==> src/rtl/i281_boot_imem_pkg.sv <==
// Shared types and defaults for the i281 reloadable instruction memory.
// State encodings are fixed so debug taps and scripts can decode them.
package i281_boot_imem_pkg;

    localparam int WORD_W_DEF = 16;

    typedef enum logic [1:0] {
        RUN      = 2'd0,
        LOAD_HI  = 2'd1,
        LOAD_LO  = 2'd2,
        LOAD_CHK = 2'd3
    } state_t;

    function automatic logic [7:0] csum_add(input logic [7:0] acc, input logic [7:0] b);
        return acc + b;
    endfunction

endpackage

==> src/rtl/i281_imem_regs.sv <==
// DEPTH x WORD_W register array with async reset to a default image.
// Latency: 1 cycle registered read (held when rd_en=0). Backpressure: none, one write per cycle.
// Out-of-range read addresses return zero.
module i281_imem_regs #(
    parameter int                      WORD_W     = 16,
    parameter int                      DEPTH      = 32,
    parameter int                      ADDR_W     = 5,
    parameter logic [DEPTH*WORD_W-1:0] INIT_IMAGE = '0
) (
    input  logic              clk,
    input  logic              rst_n,
    input  logic              we,
    input  logic [ADDR_W-1:0] waddr,
    input  logic [WORD_W-1:0] wdata,
    input  logic              rd_en,
    input  logic [ADDR_W-1:0] raddr,
    output logic [WORD_W-1:0] rdata
);

    logic [WORD_W-1:0] mem [DEPTH];

    always_ff @(posedge clk or negedge rst_n) begin
        if (!rst_n) begin
            for (int i = 0; i < DEPTH; i++) begin
                mem[i] <= INIT_IMAGE[i*WORD_W +: WORD_W];
            end
        end else if (we) begin
            mem[waddr] <= wdata;
        end
    end

    always_ff @(posedge clk or negedge rst_n) begin
        if (!rst_n) begin
            rdata <= '0;
        end else if (rd_en) begin
            rdata <= (32'(raddr) < DEPTH) ? mem[raddr] : '0;
        end
    end

endmodule

==> src/rtl/i281_boot_imem.sv <==
// Field-reloadable i281 instruction memory with byte-serial download and trailing checksum.
// Latency: instr_out 1 cycle after pc_addr; reloaded word visible 1 cycle after cpu_hold falls.
// Backpressure: load_ready is high in every load state; a stalled sender just holds the FSM in place.
module i281_boot_imem
    import i281_boot_imem_pkg::*;
#(
    parameter int                      WORD_W     = WORD_W_DEF,
    parameter int                      DEPTH      = 32,
    parameter logic [DEPTH*WORD_W-1:0] INIT_IMAGE = '0,
    localparam int                     ADDR_W     = (DEPTH > 1) ? $clog2(DEPTH) : 1
) (
    input  logic              clk,
    input  logic              rst_n,
    input  logic [ADDR_W-1:0] pc_addr,
    output logic [WORD_W-1:0] instr_out,
    output logic              cpu_hold,
    input  logic              load_start,
    input  logic [7:0]        load_data,
    input  logic              load_valid,
    output logic              load_ready,
    output logic              load_done,
    output logic              load_err
);

    localparam int NBYTES = WORD_W / 8;
    localparam int BC_W   = (NBYTES > 2) ? $clog2(NBYTES - 1) : 1;

    state_t              state, state_nxt;
    logic [ADDR_W-1:0]   ptr;
    logic [7:0]          csum;
    logic [WORD_W-9:0]   asm_q;
    logic [WORD_W-1:0]   asm_nxt;
    logic [BC_W-1:0]     bcnt;
    logic                hs, last_word, last_byte, mem_we, rd_en;

    assign hs        = load_valid & load_ready;
    assign last_word = (32'(ptr) == DEPTH - 1);
    assign last_byte = (32'(bcnt) == NBYTES - 2);
    // Big-endian assembly: earlier bytes shift up, the current byte lands in the low lane.
    assign asm_nxt   = {asm_q, load_data};

    always_comb begin
        state_nxt  = state;
        cpu_hold   = (state != RUN);
        load_ready = (state != RUN);
        rd_en      = (state == RUN);
        mem_we     = 1'b0;
        case (state)
            RUN:      if (load_start) state_nxt = LOAD_HI;
            LOAD_HI:  if (hs && last_byte) state_nxt = LOAD_LO;
            LOAD_LO: begin
                if (hs) begin
                    mem_we    = 1'b1;
                    state_nxt = last_word ? LOAD_CHK : LOAD_HI;
                end
            end
            LOAD_CHK: if (hs) state_nxt = RUN;
            default:  state_nxt = RUN;
        endcase
    end

    always_ff @(posedge clk or negedge rst_n) begin
        if (!rst_n) begin
            state     <= RUN;
            ptr       <= '0;
            csum      <= '0;
            asm_q     <= '0;
            bcnt      <= '0;
            load_err  <= 1'b0;
            load_done <= 1'b0;
        end else begin
            state     <= state_nxt;
            load_done <= (state == LOAD_CHK) && hs;
            case (state)
                RUN: begin
                    if (load_start) begin
                        ptr      <= '0;
                        csum     <= '0;
                        bcnt     <= '0;
                        load_err <= 1'b0;
                    end
                end
                LOAD_HI: begin
                    if (hs) begin
                        asm_q <= asm_nxt[WORD_W-9:0];
                        csum  <= csum_add(csum, load_data);
                        bcnt  <= last_byte ? '0 : bcnt + 1'b1;
                    end
                end
                LOAD_LO: begin
                    if (hs) begin
                        csum <= csum_add(csum, load_data);
                        if (!last_word) ptr <= ptr + 1'b1;
                    end
                end
                LOAD_CHK: begin
                    if (hs) load_err <= (load_data != csum);
                end
                default: ;
            endcase
        end
    end

    i281_imem_regs #(
        .WORD_W     (WORD_W),
        .DEPTH      (DEPTH),
        .ADDR_W     (ADDR_W),
        .INIT_IMAGE (INIT_IMAGE)
    ) u_regs (
        .clk   (clk),
        .rst_n (rst_n),
        .we    (mem_we),
        .waddr (ptr),
        .wdata (asm_nxt),
        .rd_en (rd_en),
        .raddr (pc_addr),
        .rdata (instr_out)
    );

endmodule

==> config.mk <==
export PLATFORM = sky130hd
export DESIGN_NAME = i281_boot_imem
export DESIGN_NICKNAME = d
export VERILOG_FILES = /design/src/rtl/i281_boot_imem_pkg.sv /design/src/rtl/i281_imem_regs.sv /design/src/rtl/i281_boot_imem.sv
export SDC_FILE = /design/constraint.sdc
export NUM_CORES = 1
export LEC_CHECK = 0
export CORE_AREA = 10 10 251 253
export CTS_CLUSTER_SIZE = 10
export DETAILED_ROUTE_END_ITERATION = 8
export DIE_AREA = 0 0 261 263
export HOLD_SLACK_MARGIN = 0.12
export PLACE_DENSITY = 0.6
export SLEW_MARGIN = 25
export SYNTH_ARGS = -nofsm -noshare
export SYNTH_HDL_FRONTEND = slang
export SYNTH_SLANG_ARGS = --single-unit
==> constraint.sdc <==
create_clock -name clk -period 2.4 [get_ports clk]
set_input_delay 0.48 -clock clk [delete_from_list [all_inputs] [get_ports clk]]
set_output_delay 0.48 -clock clk [all_outputs]
set_load 0.02 [all_outputs]
== Yosys cells after proc, flatten, opt, wreduce, memory -nomap -nowiden ==
Index checks and enable logic that the tools add are counted.
Storage, ports and cells
  register bits after elaboration: 554
  latch bits: 0
  bits in writable memories: 0
  bits in read-only memories: 0
  bits of input ports: 17
  output and inout port bits: 20
  logic and storage cells: 105
  memories: 0
Operators by class
  add/sub/neg operators: 3
  multiply operators: 0
  divide/modulo/power cells: 0
  $lt $le $gt $ge: 3
  equal/unequal tests: 12
  shifts and indexed selects: 0
  multiplexer cells: 27
  bitwise operators: 4
  reductions and logical operators: 16
Operators with widths (number)
  bitwise mux 512 bit: 1
  binary-select mux 16 bit (select 5 bit): 1
  demux 16 bit (select 5 bit): 1
  two-way mux 16 bit: 3
  two-way mux 8 bit: 2
  one-hot mux 8 bit (2 select lines): 1
  two-way mux 5 bit: 3
  greater-or-equal comparator 6 bit, second input constant: 2
  inequality test 2 bit, second input constant: 6
  inverter 5 -> 6 bit: 2
  two-way mux 2 bit: 5
  one-hot mux 5 bit (2 select lines): 1
  nonzero test 2 bit: 5
  AND reduction 3 bit: 3
  adder 8 bit: 1
  inequality test 8 bit: 1
  one-hot mux 2 bit (4 select lines): 1
  AND reduction 4 bit: 2
  less-than comparator 6 x 1 -> 1 bit, second input constant: 1
  two-way mux 1 bit: 6
  adder 5 x 1 -> 5 bit, second input constant: 1
  equality test 5 bit, second input constant: 1
  equality test 2 bit, second input constant: 2
  one-hot mux 1 bit (2 select lines): 2
  9 further kinds: 11

== Depth between registers and ports, before layout ==
Gate-level depths: netlist (run 1).
  word-level depth: 6
  mapped depth: 11
  depth with buffers taken out: 9

== By module ==
A second synthesis (run 1) with hierarchy kept.
Second synthesis, totals
  cell total of the unflattened synthesis: 1871
  area, all modules: 25974.9 µm²
By module, submodules not included
  i281_imem_regs: times used 1, cells each 1730, area an instance 24511.0 µm², sequential area each 13212.7 µm²
  i281_boot_imem: times used 1, cells each 141, area an instance 1463.9 µm², sequential area each 625.6 µm²

== Least setup slack after synthesis (run 1) ==
No wires, ideal clock.
  path kind: input-to-reg
  start: input load_data[1]
  end: register csum[6]
  library setup time: 0.122 ns
  arrival time: 2.096 ns
  required time: 2.278 ns
  setup slack: 0.183 ns
  stages on the path: 9
  buffers on the path: 1
  cell sequence: inv_1 > clkbuf_1 > fa_1 > nor2b_1 > o21ai_1 > a21boi_0 > o21a_1 > or3_1 > a32o_1
Between the ends
  longest elaborated chain between the ends: 3
Ends and longest elaborated chain
  start: declaration: RTL line i281_boot_imem.sv:18  | input logic [7:0] load_data,
  adder 8 bit: RTL line i281_boot_imem_pkg.sv:15  | return acc + b;
  two-way mux 8 bit: RTL line i281_boot_imem.sv:84, i281_boot_imem.sv:91
  one-hot mux 8 bit (2 select lines): RTL line i281_boot_imem.sv:74  | case (state)
  end signal: assignment: RTL line i281_boot_imem.sv:86  | csum <= csum_add(csum, load_data);
  end signal: assignment: RTL line i281_boot_imem.sv:92  | csum <= csum_add(csum, load_data);
  end: declaration: RTL line i281_boot_imem.sv:30  | logic [7:0] csum;
Every way passes these cells. The select of a mux whose other input is x is not followed.
A chain may end at the register's enable or synchronous reset.

== Worst setup path in the final report (run 1) ==
  start: register state[0]
  end: output load_ready
Between the ends
  longest elaborated chain between the ends: 1
Ends and longest elaborated chain
  start: declaration: RTL line i281_boot_imem.sv:28  | state_t state, state_nxt;
  start signal: assignment: RTL line i281_boot_imem.sv:72  | state <= state_nxt;
  nonzero test 2 bit: RTL line i281_boot_imem.sv:45  | load_ready = (state != RUN);
  end: declaration: RTL line i281_boot_imem.sv:20  | output logic load_ready,
Every way passes these cells.

==> summary.txt, run 1 <==
Synthesis
  – Simple-gate portion of the synthesized area: 0.02588
  – Synth Flop Type: dfrtp_1
  – Mapped Nets: 1,907
  – Number of enable flip-flop cells after synthesis: 0
  – Post-synthesis average cell area: 13.81 um2
  – Post-Syn Instances: 1,873
  – Synth Area in Compound Gates: 0.07415
  – XOR/XNOR share of the synthesized area: 0.001354
  – Adder and majority cell fraction of the synthesized area: 0.008513
  – FFs w/ async S/R, synth: 1.000
  – Post-synthesis mux area share: 0.3188
  – Cell area after synthesis: 25,870 um2
  – Flip-flop and latch count after synthesis: 553
  – Count of warnings emitted by yosys: 0
  – Main combinational cell family by area after synthesis: multiplexers
  – Unique masters post-synth: 53
  – Part of the Yosys area used for sequential elements: 0.5350

Die
  – Overall die area: 68,640 um2
  – Die Ht: 263 um
  – Floorplan core area: 58,240 um2
  – Top Ports: 37
  – Initial Util: 0.4442
  – Die width: 261 um
  – Number of standard-cell rows in the floorplan: 89

Power
  – VDD IR max: 0.5018 mV
  – Total power draw: 25.21 mW
  – Reported leakage power: 14.90 nW
  – Power density over the cells: 835.7 nW/um2

Setup path
  – Cell with the biggest individual delay on the critical path: dfrtp_1
  – Depth of the most critical reg-to-reg path: 8
  – Kind of cell with the highest combined delay on the critical path: buffers and inverters
  – Slowest cell delay on critical path: 0.42 ns
  – Worst Path Max Fanout: 4
  – CP endpoint kind: output port
  – Critical path class: reg2out
  – Crit. path cell count: 5
  – Type of origin of the critical path: register
  – Arrival @ worst endpoint: 1.82 ns
  – Cell-by-cell trace of the critical path: inv_2 -> ha_4 -> clkinv_1 -> buf_4 -> clkdlybuf4s15_2
  – Worst Path Buf+Inv: 4
  – Required time of the critical path: 1.92 ns

Final layout
  – Most frequent cells in the layout: dfrtp_1 (550), mux2_2 (475), mux2i_1 (258), buf_4 (89), clkbuf_16 (71)
  – Count of placed standard cells in the final layout, fillers left out: 2,767
  – Nets: 2,007
  – Commonest non-fill, non-tap cell in the layout: dfrtp_1
  – Share of final-layout standard cells stronger than drive strength 1: 0.3917
  – Ant. Diodes: 0
  – Relative area change from synthesis to final layout: 16.60%

Global route
  – Met1 demand-to-capacity share in global routing: 0.2648
  – Global-route wire length before repair: 101.8 mm
  – Leftover overflow at the end of global routing: 0
  – Grt peak-use layer: met2
  – Largest net degree at the start of global routing: 116
  – Met3 capacity usage during global routing: 0.03425
  – Number of antenna violations at the first check in global routing: 2
  – All-layer global routing usage: 0.1908
  – Fraction of met2 tracks used by global routing: 0.2998
  – Via count of the first global-routing pass: 17,060

Placed design
  – IO Port Bufs: 36
  – Final weighted congestion in routability-driven placement: 0.8555
  – Half-perimeter wire length after detailed placement: 41.23 mm
  – Dpl cells: 2,676

Outcome
  – Run status: finished clean

Timing
  – Clock skew after layout: 0.01865 ns
  – Max-Slew Margin vs Limit: 0.3051
  – Part of the cycle the worst path needs: 0.9601
  – RSZ-0062 raised after global routing: false
  – Highest attainable clock frequency: 0.4340 GHz
  – Least-Margin Pin Slew: 1.042 ns
  – Minimum clock period: 2.304 ns
  – Final number of setup-violating endpoints: 0
  – Final hold violations: 0
  – Final Max Slew Viols: 0

Detailed routing
  – Ratio of routed vias to standard cells: 5.746
  – Routed Antenna Nets: 0
  – Final routed wire length divided by cell count: 23.48 um
  – Total Wirelength: 64.97 mm
  – Initial DRC count: 812
  – Drt pass-1 iters: 4
  – Overall via count from detail_route: 15,900
  – Remaining DRCs: 0

CTS
  – Worst skew pair latency: 0.59 ns
  – Number of sinks driven by the clock tree: 553
  – Cell at the root of the clock tree: clkbuf_16
  – Postcts setup bufs: 0
  – H-tree depth reported by CTS: 3
  – Clock input transition at the sequential cells of the worst setup and hold paths: 0.05 ns
  – CTS tree: built
  – Clock Path Buffers: 3
  – Number of CTS-inserted buffers: 67

Run
  – Reported max-cap violation count: 0

Hold path
  – Tightest Hold Check Type: in2async
==> final timing paths <==
| kind | slack, ns | from | endpoint |
|---|---|---|---|
| worst max-delay path | 0.1 | state[0]$_DFFE_PN0P_ | load_ready |
| worst min-delay path | 0.33 | rst_n | u_regs.mem[443]$_DFFE_PN0P_ |
| worst max register to register | 0.23 | state[1]$_DFFE_PN0P_ | u_regs.mem[379]$_DFFE_PN0P_ |
| worst min register to register | 0.48 | u_regs.mem[465]$_DFFE_PN0P_ | u_regs.mem[465]$_DFFE_PN0P_ |
| max in group asynchronous | 1.14 | rst_n | u_regs.mem[5]$_DFFE_PN0P_ |
| min in group clk | 0.48 | u_regs.mem[465]$_DFFE_PN0P_ | u_regs.mem[465]$_DFFE_PN0P_ |
==> power breakdown <==
part	leakage (nW)	internal, mW	switching, mW
clock network	0.937	5.47	3.70
logic	6.35	2.16	2.56
registers	7.61	10.3	1.02
==> final cells by class <==
class / count / area (um2)
Fill cell: 4867 / 28080
Tap cell: 773 / 967.2
Timing Repair Buffer: 187 / 2272
Sequential cell: 553 / 13840
Inverter: 11 / 41.29
Clock buffer: 86 / 1863
Clock inverter: 4 / 48.80
Multi-Input combinational cell: 1153 / 11130
==> cell usage after synthesis, drive strengths merged, types with 2 or more instances <==
cell type | count | area [um2]
inv | 10 | 37.54
nor3b | 3 | 37.54
o22ai | 17 | 106.4
and3 | 2 | 12.51
nor2b | 5 | 33.78
and2 | 6 | 37.54
a31oi | 2 | 12.51
nand2b | 3 | 18.77
nand2 | 72 | 310.3
nor2 | 21 | 121.4
o21a | 2 | 15.01
mux2i | 258 | 2582
clkbuf | 63 | 237.7
o21ai | 27 | 135.1
nor3 | 3 | 25.02
mux2 | 503 | 5664
dfrtp | 553 | 13840
nand3b | 4 | 30.03
xnor2 | 3 | 26.28
a221oi | 32 | 336.6
o41ai | 17 | 269.0
o31ai | 2 | 15.01
ha | 16 | 200.2
nand3 | 2 | 10.01
a22oi | 64 | 480.5
a22o | 33 | 289.0
buf | 93 | 660.6
a21oi | 45 | 225.2
==> timing repair <==
action	4_1_cts	5_1_grt
gates cloned	0	0
setup endpoints to repair	2	2
endpoints found under the hold margin	128	0
gates resized for setup	8	2
hold buffers	1	0
==> registers in the layout (all words and copies together) (netlist names) <==
| register | flops |
|---|---|
| u_regs.mem | 512 |
| load_done | 1 |
| load_err | 1 |
| csum | 8 |
| ptr | 5 |
| u_regs.rdata | 16 |
| asm_q | 8 |
| state | 2 |
==> worst reg2reg max path: stages (launching register included) <==
cell and delay, ns:
dfrtp_1 0.42, inv_2 0.08, ha_4 0.18, buf_4 0.15, nor2_2 0.19, and2_1 0.37, nand2_1 0.17, buf_12 0.19
mux2_2 0.31
==> cells by family after synthesis <==
logic type      Yosys count
buf+inv                 167
xor+xnor                  4
simple gates            126
compound gates          245
fa+ha+maj                17
flops                   553
mux                     761
==> per-stage QoR <==
step | setup slack, ns | utilization | cell area (um2) | hold WS [ns] | setup TNS [ns]
after floorplan | 0.1827 | - | 25870 | 0.1844 | 0
after global placement | -0.3483 | 0.4846 | 28220 | 0.3486 | -3.798
after detailed placement | -0.3903 | 0.4846 | 28220 | 0.3478 | -4.613
after CTS | 0.005262 | 0.5179 | 30160 | 0.3070 | 0
after global routing | 0.01170 | 0.5179 | 30160 | 0.3355 | 0
final | 0.09575 | 0.5179 | 30160 | 0.3344 | 0
==> metal layers <==
layer / up-vias / share of wire / routed length, um
met4: 4 / 0.025 / 1619
met5: - / 0.00038 / 25
met1: 8453 / 0.47 / 30500
met3: 112 / 0.038 / 2475
li1: 7056 / - / -
met2: 274 / 0.47 / 30340
Power figures use the tool's default switching activity.
==> run 2: changes to the inputs <==
--- a/config.mk
+++ b/config.mk
@@ -5,10 +5,10 @@
 export SDC_FILE = /design/constraint.sdc
 export NUM_CORES = 1
 export LEC_CHECK = 0
-export CORE_AREA = 10 10 251 253
+export CORE_AREA = 2 2 243 245
 export CTS_CLUSTER_SIZE = 10
 export DETAILED_ROUTE_END_ITERATION = 8
-export DIE_AREA = 0 0 261 263
+export DIE_AREA = 0 0 245 247
 export HOLD_SLACK_MARGIN = 0.12
 export PLACE_DENSITY = 0.6
 export SLEW_MARGIN = 25
==> run 2 against run 1 <==
  * Register-to-register slack worse by 0.02 ns
  * First-iteration DRC count rose by 2.8%
  * Worst hold slack improved by 0.074 ns
  * Clock power shrank 4.0%
  * Sequential share of layout area barely moved
  * Maximum frequency rose by 0.29%
  * Sequential cell count is the same
  * Combinational power barely moved
  * Die area down 12%
  * Via count is 1.2% lower
  * Largest cell class unchanged
==> summary.txt, run 2 (synthesized netlist as in run 1, its figures left out) <==
Setup path
  – Slowest cell delay on critical path: 0.41 ns (was 0.42 ns)
  – Critical Path Sink: cpu_hold (was load_ready)
  – Critical register-to-register path endpoint: u_regs.mem[300]$_DFFE_PN0P_ (was u_regs.mem[379]$_DFFE_PN0P_)
  – Cell-by-cell trace of the critical path: inv_2 -> ha_4 -> clkinv_1 -> buf_4 -> clkdlybuf4s15_2 (unchanged)
  – Cell with the biggest individual delay on the critical path: dfrtp_1 (unchanged)
  – Register-to-register path setup slack: 0.21 ns (was 0.23 ns)
  – Required time of the critical path: 1.92 ns (about the same)
  – CP endpoint kind: output port (unchanged)
  – Critical path class: reg2out (unchanged)
  – Crit. path cell count: 5 (unchanged)
  – Arrival @ worst endpoint: 1.82 ns (about the same)
  – Worst Path Buf+Inv: 4 (unchanged)
  – Type of origin of the critical path: register (unchanged)
  – Reg-to-reg critical path startpoint: state[0]$_DFFE_PN0P_ (was state[1]$_DFFE_PN0P_)
  – Depth of the most critical reg-to-reg path: 9 (was 8)
  – Start point of the critical path: state[0]$_DFFE_PN0P_ (unchanged)
  – Kind of cell with the highest combined delay on the critical path: buffers and inverters (unchanged)
  – Worst Path Max Fanout: 4 (unchanged)

Global route
  – All-layer global routing usage: 0.2187 (was 0.1908)
  – Via count of the first global-routing pass: 16,970 (was 17,060)
  – Global-route wire length before repair: 100.7 mm (was 101.8 mm)
  – Largest net degree at the start of global routing: 85 (was 116)
  – Number of antenna violations at the first check in global routing: 2 (unchanged)
  – Leftover overflow at the end of global routing: 0 (unchanged)

Timing
  – Least-Margin Pin Slew: 1.063 ns (was 1.042 ns)
  – Final number of setup-violating endpoints: 0 (unchanged)
  – Part of the cycle the worst path needs: 0.9573 (was 0.9601)
  – Final Max Slew Viols: 0 (unchanged)
  – Clock skew after layout: 0.01638 ns (was 0.01865 ns)
  – Fin worst setup slack: 0.1024 ns (was 0.09575 ns)
  – Max-Slew Margin vs Limit: 0.2911 (was 0.3051)
  – Final hold violations: 0 (unchanged)
  – RSZ-0062 raised after global routing: false (unchanged)
  – Minimum clock period: 2.298 ns (was 2.304 ns)
  – Highest attainable clock frequency: 0.4352 GHz (was 0.4340 GHz)

Placed design
  – Half-perimeter wire length after detailed placement: 42.35 mm (was 41.23 mm)
  – Worst setup slack after placement: -0.3394 ns (was -0.3903 ns)
  – IO Port Bufs: 36 (unchanged)
  – Final weighted congestion in routability-driven placement: 0.8534 (was 0.8555)

Outcome
  – Run status: finished clean (unchanged)

Die
  – Top Ports: 37 (unchanged)
  – Floorplan core area: 58,240 um2 (unchanged)
  – Die width: 245 um (was 261 um)
  – Initial Util: 0.4442 (unchanged)
  – Die Ht: 247 um (was 263 um)
  – Number of standard-cell rows in the floorplan: 89 (unchanged)
  – Overall die area: 60,520 um2 (was 68,640 um2)

Final layout
  – Relative area change from synthesis to final layout: 16.58% (was 16.60%)
  – Filler Cell Count: 4,901 (was 4,867)
  – Share of final-layout standard cells stronger than drive strength 1: 0.3945 (was 0.3917)
  – Nets: 2,017 (was 2,007)
  – Commonest non-fill, non-tap cell in the layout: dfrtp_1 (unchanged)
  – Register name with the most flops: u_regs.mem (unchanged)
  – Flip-flop count of the largest register, all copies and words added: 512 (unchanged)
  – Top Registers: u_regs.mem: 512 flops, u_regs.rdata: 16 flops (unchanged)
  – Most frequent cells in the layout: dfrtp_1 (549), mux2_2 (475), mux2i_1 (258), buf_4 (99), clkbuf_16 (69) (was dfrtp_1 (550), mux2_2 (475), mux2i_1 (258), buf_4 (89), clkbuf_16 (71))

Detailed routing
  – Routed Antenna Nets: 0 (unchanged)
  – Remaining DRCs: 0 (unchanged)
  – Total Wirelength: 64.37 mm (was 64.97 mm)
  – Initial DRC count: 835 (was 812)
  – Final routed wire length divided by cell count: 23.20 um (was 23.48 um)
  – Overall via count from detail_route: 15,710 (was 15,900)
  – Ratio of routed vias to standard cells: 5.665 (was 5.746)
  – Drt pass-1 iters: 5 (was 4)

Power
  – Design internal power: 17.65 mW (was 17.92 mW)
  – VDD IR max: 0.5204 mV (was 0.5018 mV)
  – Switching share of total power: 0.2909 (was 0.2892)
  – Switching power of the nets: 7.243 mW (was 7.290 mW)
  – Sequential group share of total power: 0.456 (was 0.449)
  – Fraction of power consumed by the clock network: 0.354 (was 0.364)
  – Total power draw: 24.90 mW (was 25.21 mW)
  – Power density over the cells: 825.6 nW/um2 (was 835.7 nW/um2)
  – Reported leakage power: 14.89 nW (was 14.90 nW)
  – Logic pwr share: 0.190 (was 0.187)

Run
  – Reported max-cap violation count: 0 (unchanged)

CTS
  – Number of sinks driven by the clock tree: 553 (unchanged)
  – Worst skew pair latency: 0.59 ns (about the same)
  – Clock Path Buffers: 3 (unchanged)
  – Number of CTS-inserted buffers: 66 (was 67)
  – Clock input transition at the sequential cells of the worst setup and hold paths: 0.06 ns (was 0.05 ns)
  – CTS tree: built (unchanged)
  – Cell at the root of the clock tree: clkbuf_16 (unchanged)
  – H-tree depth reported by CTS: 3 (unchanged)

Hold path
  – Tightest Hold Check Type: in2async (unchanged)
-- run 2: final cells by class --
class,count,area (um2),area share
sequential,553,13840,0.4591
multi-input combinational,1153,11130,0.3689
timing repair buffer,198,2367,0.07850
clock buffer,81,1782,0.05908
tap,773,967.2,0.03207
inverter,11,41.29,0.001369
clock inverter,4,27.53,0.0009128
antenna,1,2.502,0.00008298
-- run 2: routing by layer --
layer	track usage	vias up	routed length, um
met5	0	-	25
met4	0.06080	4	1457
met3	0.03668	94	2349
met2	0.3602	242	30700
met1	0.2989	8307	29830
li1	-	7067	-
-- run 2: worst register-to-register path: stages (launching register included) --
cell and delay [ns]:
dfrtp_1 0.41, inv_2 0.11, buf_4 0.11, ha_1 0.17
nand2_2 0.08, nor2_2 0.18, nand2_1 0.22, nor2_2 0.21
buf_12 0.20, mux2_2 0.38
-- run 2: timing repair --
| item | 4_1_cts | 5_1_grt |
|---|---|---|
| resized for setup | 8 | 2 |
| setup endpoints to repair | 2 | 2 |
| buffers inserted | 0 | 1 |
| endpoints found under the hold margin | 34 | 0 |
| hold buffers | 1 | 0 |
-- run 2: power groups by stage --
stage	Combinational [mW]	Sequential (mW)	Clock, mW
after detailed placement	4.73	11.5	0
final	4.74	11.4	8.80
after floorplan	3.05	11.0	0
after global routing	5.17	11.5	9.43
after CTS	4.77	11.3	9.05
after global placement	4.63	11.4	0
-- run 2: worst min-delay path by stage --
stage,from,end,slack (ns),cells after the start
after global routing,rst_n,u_regs.mem[363]$_DFFE_PN0P_,0.44,2
after detailed placement,rst_n,u_regs.mem[316]$_DFFE_PN0P_,0.44,1
after global placement,rst_n,u_regs.mem[316]$_DFFE_PN0P_,0.44,1
final,rst_n,u_regs.mem[363]$_DFFE_PN0P_,0.41,2
after CTS,rst_n,u_regs.mem[492]$_DFFE_PN0P_,0.40,2
after floorplan,rst_n,asm_q[0]$_DFFE_PN0P_,0.18,0
-- run 2: stage by stage --
stage	hold slack [ns]	cells	instance area, um2	setup TNS [ns]	util
6_report	0.4080	2774	30160	0	0.5178
2_1_floorplan	0.1844	1873	25870	0	-
5_1_grt	0.4376	2773	30150	0	0.5178
3_3_place_gp	0.4357	2686	28310	-4.157	0.4860
3_5_place_dp	0.4360	2686	28310	-4.793	0.4861
4_1_cts	0.4018	2772	30150	0	0.5176
